==> config.mk <==
export PLATFORM = sky130hd
export DESIGN_NAME = triumph_wb_arbiter
export DESIGN_NICKNAME = d
export VERILOG_FILES = /design/src/rtl/triumph_wb_arbiter.sv
export SDC_FILE = /design/constraint.sdc
export NUM_CORES = 1
export LEC_CHECK = 0
export CAP_MARGIN = 20
export CORE_ASPECT_RATIO = 1.25
export CORE_MARGIN = 2
export CORE_UTILIZATION = 53
export CTS_BUF_LIST = sky130_fd_sc_hd__clkbuf_4 sky130_fd_sc_hd__clkbuf_8 sky130_fd_sc_hd__clkbuf_16
export DETAILED_ROUTE_END_ITERATION = 8
export GPL_ROUTABILITY_DRIVEN = 0
export GPL_TIMING_DRIVEN = 0
export PLACE_DENSITY = 0.95
export SLEW_MARGIN = 20
export SYNTH_ARGS = -nofsm -noshare
export SYNTH_HDL_FRONTEND = slang
export SYNTH_SLANG_ARGS = --single-unit
==> constraint.sdc <==
create_clock -name clk_i -period 8.09 [get_ports clk_i]
set_clock_uncertainty 0.05 [all_clocks]
set_input_delay 0.809 -clock clk_i [delete_from_list [all_inputs] [get_ports clk_i]]
set_output_delay 0.809 -clock clk_i [all_outputs]
set_load 0.1 [all_outputs]
==> src/rtl/triumph_wb_arbiter.sv <==
// triumph_wb_arbiter
// Shares the single register-file write port between EX results and LSU
// load returns. LSU data always wins because the dcache cannot replay it.
// EX results wait in a small in-order buffer. A starvation counter raises
// lsu_hold_o so the buffer can drain. rs_busy_o lets ID stall on writes
// that are still pending.
//
// Ports
//   clk_i, rstn_i                  clock; asynchronous reset, active-high
//   ex_valid_i/ex_ready_o          EX result handshake
//   ex_rd_addr_i/ex_rd_data_i      EX destination and result
//   lsu_valid_i                    load return this cycle (never stalled)
//   lsu_rd_addr_i/lsu_rd_data_i    load destination and data
//   lsu_hold_o                     LSU must not issue new loads
//   wb_valid_o/wb_addr_o/wb_data_o registered regfile write port
//   wb_src_o                       1 = LSU wrote, 0 = EX wrote (trace)
//   rs1_addr_i/rs2_addr_i          ID source registers
//   rs_busy_o                      a pending write targets rs1 or rs2
//   pend_cnt_o                     EX buffer occupancy
//
// Handshake: an EX result transfers on a rising clock edge where
// ex_valid_i and ex_ready_o are both high. ex_ready_o comes from registered
// state only. Until the result transfers, EX holds ex_valid_i,
// ex_rd_addr_i and ex_rd_data_i stable.
module triumph_wb_arbiter #(
  parameter int DEPTH      = 2,
  parameter int STARVE_MAX = 4
) (
  input  logic                   clk_i,
  input  logic                   rstn_i,
  input  logic                   ex_valid_i,
  output logic                   ex_ready_o,
  input  logic [4:0]             ex_rd_addr_i,
  input  logic [31:0]            ex_rd_data_i,
  input  logic                   lsu_valid_i,
  input  logic [4:0]             lsu_rd_addr_i,
  input  logic [31:0]            lsu_rd_data_i,
  output logic                   lsu_hold_o,
  output logic                   wb_valid_o,
  output logic [4:0]             wb_addr_o,
  output logic [31:0]            wb_data_o,
  output logic                   wb_src_o,
  input  logic [4:0]             rs1_addr_i,
  input  logic [4:0]             rs2_addr_i,
  output logic                   rs_busy_o,
  output logic [$clog2(DEPTH):0] pend_cnt_o
);

  localparam int AW = $clog2(DEPTH);
  localparam int CW = AW + 1;

  logic [4:0]       r_mem_addr [DEPTH];
  logic [31:0]      r_mem_data [DEPTH];
  logic [DEPTH-1:0] r_slot_vld;
  logic [AW-1:0]    r_rd_ptr;
  logic [AW-1:0]    r_wr_ptr;
  logic [CW-1:0]    r_count;
  logic [3:0]       r_starve;
  logic             r_hold;
  logic             r_run;
  logic             r_wb_valid;
  logic [4:0]       r_wb_addr;
  logic [31:0]      r_wb_data;
  logic             r_wb_src;

  logic             w_empty;
  logic             w_ex_ready;
  logic             w_ex_acc;
  logic             w_pop;
  logic             w_byp;
  logic             w_push;
  logic [3:0]       w_starve_next;
  logic             w_sel_valid;
  logic             w_sel_src;
  logic [4:0]       w_sel_addr;
  logic [31:0]      w_sel_data;
  logic             w_busy;

  // r_run keeps ex_ready_o low until the first clock edge after reset.
  assign w_empty    = (r_count == '0);
  assign w_ex_ready = r_run && (r_count < CW'(DEPTH));
  assign w_ex_acc   = ex_valid_i && w_ex_ready;

  // Priority: LSU, then buffer head, then EX bypass when the buffer is empty.
  assign w_pop  = !lsu_valid_i && !w_empty;
  assign w_byp  = !lsu_valid_i && w_empty && w_ex_acc;
  // An accepted write to x0 is dropped here. It never occupies a slot.
  assign w_push = w_ex_acc && (ex_rd_addr_i != 5'd0) && !w_byp;

  always_comb begin
    w_sel_valid = 1'b0;
    w_sel_src   = 1'b0;
    w_sel_addr  = 5'd0;
    w_sel_data  = 32'd0;
    if (lsu_valid_i) begin
      w_sel_valid = 1'b1;
      w_sel_src   = 1'b1;
      w_sel_addr  = lsu_rd_addr_i;
      w_sel_data  = lsu_rd_data_i;
    end else if (!w_empty) begin
      w_sel_valid = 1'b1;
      w_sel_addr  = r_mem_addr[r_rd_ptr];
      w_sel_data  = r_mem_data[r_rd_ptr];
    end else if (w_ex_acc) begin
      w_sel_valid = 1'b1;
      w_sel_addr  = ex_rd_addr_i;
      w_sel_data  = ex_rd_data_i;
    end
  end

  // The count only rises while the LSU keeps winning over buffered work.
  always_comb begin
    w_starve_next = r_starve;
    if (w_pop || w_empty) begin
      w_starve_next = 4'd0;
    end else if (lsu_valid_i && (r_starve < 4'(STARVE_MAX))) begin
      w_starve_next = r_starve + 4'd1;
    end
  end

  // Hazard check covers buffered entries, the write in flight and today's load.
  always_comb begin
    w_busy = 1'b0;
    for (int i = 0; i < DEPTH; i++) begin
      if (r_slot_vld[i] && (r_mem_addr[i] != 5'd0) &&
          ((r_mem_addr[i] == rs1_addr_i) || (r_mem_addr[i] == rs2_addr_i))) begin
        w_busy = 1'b1;
      end
    end
    if (r_wb_valid && (r_wb_addr != 5'd0) &&
        ((r_wb_addr == rs1_addr_i) || (r_wb_addr == rs2_addr_i))) begin
      w_busy = 1'b1;
    end
    if (lsu_valid_i && (lsu_rd_addr_i != 5'd0) &&
        ((lsu_rd_addr_i == rs1_addr_i) || (lsu_rd_addr_i == rs2_addr_i))) begin
      w_busy = 1'b1;
    end
  end

  // Payload storage needs no reset. Slot validity and count decide the meaning.
  always_ff @(posedge clk_i) begin
    if (w_push) begin
      r_mem_addr[r_wr_ptr] <= ex_rd_addr_i;
      r_mem_data[r_wr_ptr] <= ex_rd_data_i;
    end
  end

  always_ff @(posedge clk_i or posedge rstn_i) begin
    if (rstn_i) begin
      r_slot_vld <= '0;
      r_rd_ptr   <= '0;
      r_wr_ptr   <= '0;
      r_count    <= '0;
      r_starve   <= 4'd0;
      r_hold     <= 1'b0;
      r_run      <= 1'b0;
      r_wb_valid <= 1'b0;
      r_wb_addr  <= 5'd0;
      r_wb_data  <= 32'd0;
      r_wb_src   <= 1'b0;
    end else begin
      r_run      <= 1'b1;
      r_wb_valid <= w_sel_valid && (w_sel_addr != 5'd0);
      r_wb_addr  <= w_sel_addr;
      r_wb_data  <= w_sel_data;
      r_wb_src   <= w_sel_src;
      // Pointers wrap naturally because DEPTH is a power of two.
      if (w_push) begin
        r_slot_vld[r_wr_ptr] <= 1'b1;
        r_wr_ptr             <= r_wr_ptr + AW'(1);
      end
      if (w_pop) begin
        r_slot_vld[r_rd_ptr] <= 1'b0;
        r_rd_ptr             <= r_rd_ptr + AW'(1);
      end
      unique case ({w_push, w_pop})
        2'b10:   r_count <= r_count + CW'(1);
        2'b01:   r_count <= r_count - CW'(1);
        default: r_count <= r_count;
      endcase
      r_starve <= w_starve_next;
      r_hold   <= (w_starve_next == 4'(STARVE_MAX));
    end
  end

  assign ex_ready_o = w_ex_ready;
  assign lsu_hold_o = r_hold;
  assign wb_valid_o = r_wb_valid;
  assign wb_addr_o  = r_wb_addr;
  assign wb_data_o  = r_wb_data;
  assign wb_src_o   = r_wb_src;
  assign rs_busy_o  = w_busy;
  assign pend_cnt_o = r_count;

endmodule

==> metrics.cfg, run 1 <==
[run_status]
outcome=complete, no violations

[timing]
setup-tns-final_ns=0
max_freq_ghz=0.213
setup_viol=0
fin_crit_ns=4.69
worst_pin_slew_ns=1.06
final.period_utilization=0.580
maxSlewViolCount=0
slew_headroom=0.288
hold_violations=0
rsz0062_at_grt=no

[clock_tree]
cts_tree=done
clk_path_buf_depth=2
cts_buffers=17
clk_pin_slew_ns=0.05
post-cts-setup-buffer-count=0
cts-root-buf=clkbuf_16
cts_resized=0
cts.sinks=125
htreeDepth=4
clkLatencyLatePin_ns=0.42
cts_hold_buf=0

[detailed_routing]
vias=3872
wl_um=14200
wire_per_inst_um=21.4
drt_iter0_markers=376
vias_per_cell=5.86
first_pass_iters=6
drcViolationCount=0
ant_nets=0

[critical_path]
reg2reg_from=pend_cnt_o[1]
crit_path_top_delay_cell=clkdlybuf4s50_1
worst_r2r_path_depth=4
path_buf_inv=5
max_stage_delay_ns=1.15
cp_max_fo=10
path_delay_family=buffers and inverters
ff2ff_setup_slack_ns=5.82
path_class=in2out
arrival_ns=3.83
worstPathRequired_ns=7.23
r2r-end=r_mem_data[1][1]
crit_path_end_kind=output port
crit_chain=clkdlybuf4s50_1, buf_4, buf_2, clkbuf_1, o221ai_1, nand4_1, clkdlybuf4s50_1
crit_top_cell=clkdlybuf4s50_1
cp-start-kind=input pin

[logic_synthesis]
synth_top_cell_area_share=0.426
syn-cell-area_um2=5220
synth_seq_cells=125
synth_cell_types=36
avgSynthCellArea_um2=13.9
yosysTopAreaCell=edfxtp_1
netlist_instances=375
synth_area_leaders=edfxtp_1, dfrtp_1, xnor2_1, a22oi_1, a221o_1
seq_area_frac_synth=0.670
synth_nets=465
synth_warnings=0

[power]
clock_power_share=0.283
p_leak_uw=0.00281
pwr-share-seq=0.327
irDropWorstVdd_mv=0.246
sw_frac_of_total=0.404
p_sw_uw=1070
p_int_uw=1580
power.density_nw_per_um2=363
comb_power_share=0.391

[cells_and_area]
stdcell_count=661
diodes=0
drive_gt1_frac=0.101
areaGrowthSynthToFinish_pct=40.2
nets=612

[grt]
grt_max_degree=30
antenna_found_initial=0
grt_use_total=0.273
overflow=0
first_global_vias=4166
grt_pass1_wl_um=21500

[floorplanning]
coreArea_um2=9610
ios=132
die_w_um=92.8
fp.dieH_um=115
die_area_um2=10700
start_util=0.543
std_cell_rows=40

[hold_path]
whs_endpoint=wb_data_o[3]
hp-class=reg2reg
whs_path_depth=2
hold_start=r_mem_data[1][3]

[place]
place_inst=629
hpwlAfterDp_um=9520
portBuffers=125

[run]
cap_viol_max_count=0

## flip-flops by register name, summed over array words and instances, names as in the netlist
signal	flops
r_wr_ptr	1
lsu_hold_o	1
r_rd_ptr	1
r_mem_data	64
wb_data_o	32
pend_cnt_o	2
r_mem_addr	10
wb_src_o	1
r_run	1
wb_addr_o	5
r_slot_vld	2
r_starve	4
wb_valid_o	1
## synth_stat cells
master	instances
a21oi_1	4
a221o_1	20
a22oi_1	30
a2bb2oi_1	1
a311oi_1	2
and3b_1	1
buf_1	2
buf_2	7
buf_4	5
clkbuf_1	7
conb_1	1
dfrtp_1	51
edfxtp_1	74
ha_1	2
inv_1	9
mux2i_1	19
nand2_1	22
nand2b_1	1
nand3_1	8
nand4_1	1
nor2_1	30
nor2_2	2
nor2_4	1
nor2b_1	1
nor3_1	9
nor4b_1	1
o211ai_2	1
o21ai_0	2
o21bai_2	1
o221ai_1	4
o31ai_1	1
o41ai_1	2
or3_1	1
or4_1	5
xnor2_1	30
xor2_1	17
## power by group through the flow
stage | logic, uW | registers [uW] | clock network, uW
detailed placement | 1020 | 873 | 0
CTS | 1030 | 866 | 757
global placement | 981 | 870 | 0
global route | 1080 | 877 | 785
floorplan | 298 | 1300 | 0
finish | 1040 | 868 | 750
## kinds of logic (layout without fill, tap and decap cells)
logic type                 after synthesis  after routing  share of synthesized area
AOI/OAI and AO/OA                       68             68                      0.108
xor gates and xnor gates                47             47                     0.0789
adders and majority gates                2              2                    0.00479
buffers and inverters                   30            190                     0.0269
DFF                                    125            125                      0.670
muxes                                   19             19                     0.0364
other                                    1              1                   0.000719
and+or+nand+nor                         83             83                     0.0736
## worst register-to-register path, delay by kind of cell, from the launching register on
kind | cells | cell delay [ns]
AO/OA/AOI/OAI | 1 | 0.24
buffers and inverters | 1 | 0.24
flip-flops | 1 | 0.48
AND/OR/NAND/NOR | 2 | 0.96
## layout by cell type (no fill, tap or decap), types with 8 or more instances in the layout
master,instances
clkdlybuf4s50_1,125
xor2_1,17
clkbuf_16,19
edfxtp_1,74
nand3_1,8
a221o_1,20
inv_1,8
nor2_1,28
mux2i_1,19
xnor2_1,30
nor3_1,9
nand2_1,22
a22oi_1,30
dfrtp_1,51
## metal layers
metal  share of wire  GRT usage
met5               0          0
met4           0.047      0.160
met3           0.071     0.0675
met2            0.53      0.472
met1            0.35      0.310
## how the worst max path moves through the flow
| stage | from | endpoint | slack [ns] | cells after the start |
|---|---|---|---|---|
| detailed placement | lsu_valid_i | rs_busy_o | 3.43 | 7 |
| CTS | lsu_valid_i | rs_busy_o | 3.41 | 7 |
| floorplan | pend_cnt_o[1] | r_mem_addr[1][0] | 4.55 | 3 |
| finish | lsu_valid_i | rs_busy_o | 3.40 | 7 |
| global route | lsu_valid_i | rs_busy_o | 3.27 | 7 |
| global placement | lsu_valid_i | rs_busy_o | 3.50 | 7 |
## layout make-up
cell class	count	area (um^2)
clock inverters	6	53.8
clock buffers	26	547
fillers	536	2290
well taps	126	158
repair buffers	128	1330
inverters	9	33.8
flip-flops and latches	125	3500
multi-input cells	220	1600
plain buffers	21	106
## stage by stage
| stage | total power, uW | hold slack (ns) | setup WS, ns | util | area [um^2] |
|---|---|---|---|---|---|
| after floorplan | 1600 | 0.396 | 4.55 | - | 5220 |
| after global placement | 1850 | 0.401 | 3.50 | 0.690 | 6630 |
| after detailed placement | 1900 | 0.413 | 3.43 | 0.699 | 6720 |
| after CTS | 2660 | 0.426 | 3.41 | 0.762 | 7320 |
| after global routing | 2740 | 0.443 | 3.27 | 0.762 | 7320 |
| final | 2660 | 0.425 | 3.40 | 0.762 | 7320 |
(Power assumes the default switching activity.)
==> run 2, diff against run 1 <==
- CORE_UTILIZATION: 53 -> 44
- PLACE_DENSITY: 0.95 -> 0.87
- clock period: 8.09 -> 3.9 ns (I/O delays scaled with it)
==> run 2 against run 1 <==
- non-clock buffer count unchanged
- count of clock-buffer cells in the layout decreased by 7
- routed wire length decreased by 7.0%
- core utilization decreased by 13 points
==> metrics.cfg, run 2 (same netlist as run 1, synthesis figures left out) <==
[run_status]
outcome=complete, no violations

[floorplanning]
die_w_um=101  ; +9.3%
coreArea_um2=11600  ; +21%
ios=132  ; unchanged
std_cell_rows=44  ; +10%
die_area_um2=12800  ; +20%
start_util=0.449  ; -0.0938
fp.dieH_um=126  ; +9.4%

[power]
total_power_uw=5470  ; +110%
power.density_nw_per_um2=743  ; +100%
irDropWorstVdd_mv=0.406  ; +65%
p_leak_uw=0.00282  ; about the same

[place]
hpwlAfterDp_um=9240  ; -3.0%
portBuffers=125  ; unchanged
place_ws_ns=0.0436  ; -3.38 ns

[timing]
setup_viol=0  ; unchanged
final.period_utilization=0.905
maxSlewViolCount=0  ; unchanged
rsz0062_at_grt=no
fin_hold_ws_ns=0.373  ; -0.0516 ns
max_freq_ghz=0.283
slew_headroom=0.324  ; +0.0355
fin_crit_ns=3.53
hold_violations=0  ; unchanged
fin_ws_ns=0.369  ; -3.03 ns
worst_pin_slew_ns=1.01  ; -0.0531 ns

[cells_and_area]
final_common_cell=clkdlybuf4s50_1
diodes=0  ; unchanged
drive_gt1_frac=0.0972  ; -0.00374
layout_common_cells=clkdlybuf4s50_1, edfxtp_1, dfrtp_1
largest_reg_flops=64  ; unchanged
top_register=r_mem_data
nets=612  ; unchanged
areaGrowthSynthToFinish_pct=41.0

[clock_tree]
clk_path_buf_depth=2  ; unchanged
cts-root-buf=clkbuf_16
cts_buffers=17  ; unchanged
cts_hold_buf=0  ; unchanged
cts.sinks=125  ; unchanged
clkLatencyLatePin_ns=0.40  ; -0.02 ns
htreeDepth=4  ; unchanged
clk_pin_slew_ns=0.06  ; about the same
cts_tree=done

[critical_path]
cp_max_fo=10  ; unchanged
cp-start-kind=input pin
max_stage_delay_ns=0.76  ; -0.39 ns
ff2ff_setup_slack_ns=1.71  ; -4.11 ns
reg2reg_from=pend_cnt_o[1]
crit_path_end_kind=output port
worst_r2r_path_depth=4  ; unchanged
crit_chain=clkdlybuf4s50_1, buf_4, buf_2, clkbuf_1, o221ai_1, nand4_1, dlymetal6s2s_1
path_class=in2out
path_buf_inv=5  ; unchanged
r2r-end=r_mem_data[1][2]
path_delay_family=buffers and inverters
worstPathRequired_ns=3.46  ; -3.77 ns
arrival_ns=3.09  ; -0.74 ns
crit_path_top_delay_cell=dlymetal6s2s_1

[detailed_routing]
ant_nets=0  ; unchanged
wl_um=13200  ; -7.0%
drt_iter0_markers=202  ; -46%
vias_per_cell=5.35  ; -8.6%
vias=3727  ; -3.7%
first_pass_iters=4  ; -2
wire_per_inst_um=18.9  ; -12%
drcViolationCount=0  ; unchanged

[grt]
antenna_found_initial=0  ; unchanged
grt_max_degree=31  ; +3.3%
overflow=0  ; unchanged
grt_use_total=0.213  ; -0.0601
grt_pass1_wl_um=20400  ; -5.1%
first_global_vias=3906  ; -6.2%

[run]
cap_viol_max_count=0  ; unchanged

[hold_path]
hp-class=in2async

==> run 2: cell types whose count changed in the layout (fill, tap and decap cells not counted), sizes merged <==
cell	previous run	this run
clkdlybuf4s50	125	124
clkbuf	33	26
dlymetal6s2s	0	1
clkinvlp	0	2
clkinv	5	8
bufinv	1	3
==> run 2: routing by layer <==
layer	GRT usage	share of wire
met1	0.250	0.39
met3	0.0572	0.051
met4	0.100	0.031
met5	0	0
met2	0.360	0.53
==> run 2: worst max-delay path by stage <==
stage	start	end	slack [ns]	depth (start not counted)
2_1_floorplan	pend_cnt_o[1]	r_mem_addr[1][0]	0.36	3
3_3_place_gp	lsu_valid_i	r_mem_data[1][11]	-0.32	4
3_5_place_dp	lsu_valid_i	rs_busy_o	0.04	7
4_1_cts	lsu_valid_i	rs_busy_o	0.02	7
5_1_grt	lsu_valid_i	rs_busy_o	0.22	7
6_report	lsu_valid_i	rs_busy_o	0.37	7
==> run 2: repair_timing <==
item,4_1_cts,5_1_grt
buffers inserted,0,0
setup endpoints to repair,0,1
gates resized for setup,0,1
==> run 2: power breakdown <==
group	switching [uW]	leakage [uW]	internal (uW)
Clock	549	0.000286	1010
Sequential	137	0.00130	1650
Combinational	1510	0.00123	608
Total	2200	0.00282	3270
==> run 2: area by class of cell <==
class	instances	area, um^2
inverter	9	33.8
clock inverter	13	149
fill	864	4260
sequential	125	3500
multi-input combinational	220	1600
timing repair buffer	128	1340
clock buffer	19	440
tap	161	201
buffer	21	106
==> run 2: metrics by stage <==
step           cells  cell area (um^2)  utilization  TNS (ns)
2_1_floorplan    375              5220            -         0
3_3_place_gp     661              6670        0.574    -23.20
3_5_place_dp     664              6770        0.583         0
4_1_cts          696              7360        0.633         0
5_1_grt          696              7360        0.634         0
6_report         696              7360        0.634         0
